## config.mk

```make
export PLATFORM = sky130hd
export DESIGN_NAME = ga_host_port
export DESIGN_NICKNAME = d
export VERILOG_FILES = /design/src/rtl/ga_host_port.sv
export SDC_FILE = /design/constraint.sdc
export NUM_CORES = 2
export LEC_CHECK = 0
export CORE_AREA = 3 3 505 507
export DETAILED_ROUTE_END_ITERATION = 16
export DIE_AREA = 0 0 508 510
export HOLD_SLACK_MARGIN = 0.02
export SLEW_MARGIN = 20
export SYNTH_ARGS = -nofsm -noshare
export SYNTH_HDL_FRONTEND = slang
export SYNTH_SLANG_ARGS = --single-unit
```

## constraint.sdc

```tcl
create_clock -name clk -period 2.1 [get_ports clk]
set_clock_uncertainty 0.2 [all_clocks]
set_input_delay 0.42 -clock clk [delete_from_list [all_inputs] [get_ports clk]]
set_output_delay 0.42 -clock clk [all_outputs]
set_load 0.01 [all_outputs]
```

## src/rtl/ga_host_port.sv

```systemverilog
// Host-side responder for the geometry accelerator: collects 4-beat blocks,
// hands them to the transform core and returns the stored 4x4 result by column.
module ga_host_port #(
    parameter logic [31:0] ADDR_MATRIX = 32'd0,
    parameter logic [31:0] ADDR_VRT    = 32'd1,
    parameter logic [31:0] ADDR_RSLT   = 32'd2,
    parameter int unsigned TIMEOUT_CYC = 1024
) (
    input  logic         clk,
    input  logic         rst,
    input  logic [31:0]  addr,
    input  logic [127:0] data_in,
    output logic [127:0] data_out,
    output logic         rdy,
    output logic         op_start,
    output logic         op_sel,
    output logic [511:0] op_blk,
    input  logic         op_done,
    input  logic [511:0] op_res,
    output logic         err
);

    localparam int unsigned     CNT_W    = (TIMEOUT_CYC > 2) ? $clog2(TIMEOUT_CYC) : 1;
    localparam logic [CNT_W-1:0] CNT_LAST = CNT_W'(TIMEOUT_CYC - 1);

    typedef enum logic [3:0] {
        S_IDLE, S_L0, S_L1, S_L2, S_L3, S_EXEC, S_R0, S_R1, S_R2, S_R3
    } state_t;

    state_t             state_q, state_d;
    logic               op_start_q, op_start_d;
    logic               op_sel_q, op_sel_d;
    logic [511:0]       op_blk_q, op_blk_d;
    logic [511:0]       res_q, res_d;
    logic [127:0]       data_out_q, data_out_d;
    logic [CNT_W-1:0]   cnt_q, cnt_d;
    logic               err_q, err_d;

    // Column c of the row-major store: element (r, c) sits at index 4r + c.
    function automatic logic [127:0] result_column(input logic [511:0] s, input int c);
        logic [127:0] col;
        col = '0;
        for (int r = 0; r < 4; r++) begin
            col[127-32*r -: 32] = s[511-32*(4*r+c) -: 32];
        end
        return col;
    endfunction

    always_comb begin
        // NOTE: every *_d takes its held value first so no path through this block infers a latch.
        state_d    = state_q;
        op_start_d = 1'b0;
        op_sel_d   = op_sel_q;
        op_blk_d   = op_blk_q;
        res_d      = res_q;
        cnt_d      = cnt_q;
        err_d      = err_q;

        unique case (state_q)
            S_IDLE: begin
                if (addr == ADDR_MATRIX) begin
                    state_d  = S_L0;
                    op_sel_d = 1'b0;
                end else if (addr == ADDR_VRT) begin
                    state_d  = S_L0;
                    op_sel_d = 1'b1;
                end else if (addr == ADDR_RSLT) begin
                    state_d = S_R0;
                end
            end
            S_L0: begin
                op_blk_d[511 -: 128] = data_in;
                state_d              = S_L1;
            end
            S_L1: begin
                op_blk_d[383 -: 128] = data_in;
                state_d              = S_L2;
            end
            S_L2: begin
                op_blk_d[255 -: 128] = data_in;
                state_d              = S_L3;
            end
            S_L3: begin
                op_blk_d[127 -: 128] = data_in;
                state_d              = S_EXEC;
                op_start_d           = 1'b1;
                cnt_d                = '0;
            end
            S_EXEC: begin
                // A matrix compose leaves its result inside the core.
                if (op_done) begin
                    if (op_sel_q) res_d = op_res;
                    state_d = S_IDLE;
                end else if (cnt_q == CNT_LAST) begin
                    err_d   = 1'b1;
                    state_d = S_IDLE;
                end else begin
                    cnt_d = cnt_q + CNT_W'(1);
                end
            end
            S_R0:    state_d = S_R1;
            S_R1:    state_d = S_R2;
            S_R2:    state_d = S_R3;
            S_R3:    state_d = S_IDLE;
            default: state_d = S_IDLE;
        endcase
    end

    // data_out is registered from the next state so each column is stable for its whole cycle.
    always_comb begin
        data_out_d = '0;
        unique case (state_d)
            S_R0:    data_out_d = result_column(res_q, 0);
            S_R1:    data_out_d = result_column(res_q, 1);
            S_R2:    data_out_d = result_column(res_q, 2);
            S_R3:    data_out_d = result_column(res_q, 3);
            default: data_out_d = '0;
        endcase
    end

    // NOTE: the result store is reset too, so a read before any vertex op returns zeros.
    always_ff @(posedge clk or negedge rst) begin
        if (!rst) begin
            state_q    <= S_IDLE;
            op_start_q <= 1'b0;
            op_sel_q   <= 1'b0;
            op_blk_q   <= '0;
            res_q      <= '0;
            data_out_q <= '0;
            cnt_q      <= '0;
            err_q      <= 1'b0;
        end else begin
            // NOTE: non-blocking so every flop samples the pre-edge values of the others.
            state_q    <= state_d;
            op_start_q <= op_start_d;
            op_sel_q   <= op_sel_d;
            op_blk_q   <= op_blk_d;
            res_q      <= res_d;
            data_out_q <= data_out_d;
            cnt_q      <= cnt_d;
            err_q      <= err_d;
        end
    end

    assign rdy      = (state_q == S_IDLE);
    assign op_start = op_start_q;
    assign op_sel   = op_sel_q;
    assign op_blk   = op_blk_q;
    assign data_out = data_out_q;
    assign err      = err_q;

endmodule

```

==> impl_metrics.yaml <==
power_and_ir_drop:
  leakage_nw: 34.9
  vdd_drop_max_mv: 0.630
  powerDensity_nw_per_um2: 1110
  totalPowerFinal_mw: 85.5
timing:
  finalCriticalPeriod_ps: 2610
  worstMarginPinSlew_ps: 728
  finalHoldViolations: 0
  finalCritPeriodShare_pct: 124
  finalSetupViolCount: 1155
  setup_ws_ps: -510
  slew_violations: 0
  max_freq_mhz: 383
  grt_setup_unrepaired: "true"
  relSlewSlack_pct: 51.4
clock_tree:
  clk_latency_ps: 760
  htree_num_levels: 4
  cts_tree: "done"
  clk_pin_slew_ps: 60
  numCtsBuffers: 133
  cts_buffer_depth: 3
  cts-root-buf: "clkbuf_16"
  clock-sinks: 1169
outcome:
  outcome: "finished, violations left"
  failed_checks: "negative setup slack"
worst_setup_path:
  critPathKind: "flop to flop"
  endpoint_kind: "flop"
  crit_path_start_kind: "flop"
  worstPathRequired_ps: 2500
  r2r_slack_ps: -510
  cp_max_fo: 7
  r2r_cells: 12
  timing.rr.end: "data_out[97]"
  arrival_ps: 3010
  r2r-start: "state_q[2]"
global_routing:
  antenna_found_initial: 59
  grt_max_degree: 61
  grt_use_total_pct: 14.4
  grt_pass1_vias: 37200
  overflow: 0
  grt_pass1_wl_mm: 273
detailed_routing:
  drt-pass1-iter-count: 10
  vias: 36500
  ant_nets: 0
  wl_per_cell_microns: 24.0
  wl_mm: 213
  drcViolationCount: 0
  via_per_inst: 4.12
  drt_iter0_drc: 3639
final_layout:
  final_layout_size_suffix_gt1_share_pct: 34.5
  syn_to_final_growth_pct: 74.1
  design_area_sq_um: 77400
  layout.nets: 6081
  layout_common_cells: "dfrtp_1 (1156), clkdlybuf4s50_1 (659), nand2_1 (466)"
  fin_util_pct: 30.8
  final_common_cell: "dfrtp_1"
synth:
  synthDistinctLibCells: 36
  ys_ff_latch: 1169
  postSynth.asyncResetShare_pct: 100
  yosys.area.top_type_share_pct: 65.8
  synth_area_per_cell_sq_um: 13.7
  ys.warnings.count: 0
  ys_seq_area_share_pct: 65.8
  synth_ff_type: "dfrtp_1"
  synth_area_leaders: "dfrtp_1 (66%), mux2_2 (17%), nand2_1 (4.4%)"
  syn_inst: 3255
  synth_area_sq_um: 44500
  synth_top_area_cell: "dfrtp_1"
  synth_nets: 3931
  synth-edff-count: 0
placement:
  place_area_sq_um: 63700
  gp_congestion: 0.867
  port_buffers: 1318
  dp_hpwl_mm: 147
floorplan:
  row_count: 184
  core-area_sq_um: 251000
  ios: 1319
  fp.dieArea_sq_um: 259000
  die_w_microns: 508
  die_y_microns: 510
  initial_core_util_pct: 17.7
min_path:
  hold-path-cell-count: 3
  min_from: "op_res[377]"
  hold_path.class: "input port to flop"
  hold_end: "res_q[377]"
flow_run:
  max_cap_viol_count: 0
[cells by family after synthesis]
logic type | count (synthesis) | share of synthesized area, %
AOI/OAI and AO/OA | 403 | 6.03
buffers and inverters | 332 | 3.43
xor gates and xnor gates | 1 | 0.0197
muxes | 774 | 19.6
and+or+nand+nor | 575 | 5.10
adders and majority gates | 1 | 0.0281
DFF | 1169 | 65.8
[synth_stat cells, types with 4 or more instances]
master,number
o21ai_1,111
nor3_1,7
buf_2,96
nor4_1,8
mux2_1,113
a21oi_1,4
dfrtp_1,1169
nand2_1,526
mux2_2,658
or3_1,6
clkbuf_1,64
buf_4,42
nand2b_1,6
o21ai_0,152
inv_1,129
nand3_1,4
a222oi_1,128
nor2_1,9
[routing by layer]
| metal | global-route usage [%] | vias to the layer above | share of wire (%) |
|---|---|---|---|
| met3 | 4.72 | 412 | 8.5 |
| li1 | - | 15700 | - |
| met1 | 16.8 | 18600 | 38 |
| met4 | 5.35 | 36 | 4.4 |
| met5 | 0 | - | 0.11 |
| met2 | 24.6 | 1755 | 49 |
[critical path, stage by stage, from the launching register on]
cell and delay [ps]:
dfrtp_2 410, buf_6 120, buf_6 100, buf_6 120
nand2b_4 80, buf_6 120, nor2_4 50, buf_12 150
buf_16 170, buf_12 160, buf_8 150, a222oi_1 430
o21ai_1 150
[cell type report]
type,count,area (sq um)
fillers,24800,174000
multi-input cells,1754,15000
repair buffers,2217,23900
diodes,19,47.5
clock buffers,189,3850
clock inverters,46,643
inverters,130,514
flip-flops and latches,1169,29300
well taps,3348,4190
[power breakdown]
part | total (mW) | switching (mW) | internal [mW]
sequential | 30.9 | 3.16 | 27.8
clock | 24.0 | 10.1 | 13.9
combinational | 30.6 | 14.3 | 16.3
total | 85.5 | 27.6 | 58.0
[state kept, by name (all words and copies together) (netlist names)]
name and flops:
op_blk 512, err 1, op_sel 1, op_start 1, res_q 512, data_out 128, cnt_q 10, state_q 4
[worst max-delay path by stage]
stage	startpoint	endpoint	slack (ps)	cells past startpoint
global placement	addr[17]	data_out[57]	-1210	11
finish	state_q[2]	data_out[97]	-510	12
CTS	state_q[0]	rdy	-570	4
detailed placement	addr[17]	data_out[57]	-1200	11
floorplan	state_q[3]	res_q[128]	40	7
global route	state_q[3]	rdy	-580	4
[metrics by stage]
step                setup TNS [ps]  worst slack (ps)  hold WS [ps]  cells
floorplan                        0              40.4         -75.6   3255
global placement           -349280             -1210           179   8002
detailed placement         -354940             -1200           175   8002
CTS                        -160120              -569          20.1   8679
global route               -377830              -576          42.4   8862
finish                     -307300              -510           107   8872
[repair_timing]
item                                   4_1_cts  5_1_grt
hold buffers                               370        0
gates resized for setup                   1965      520
buffers inserted                            54      131
pin swaps                                   37      129
setup endpoints to repair                 1335     1165
gates cloned                                20       67
endpoints found under the hold margin     1104        0
Note: power is estimated with default switching activity, not from simulation.
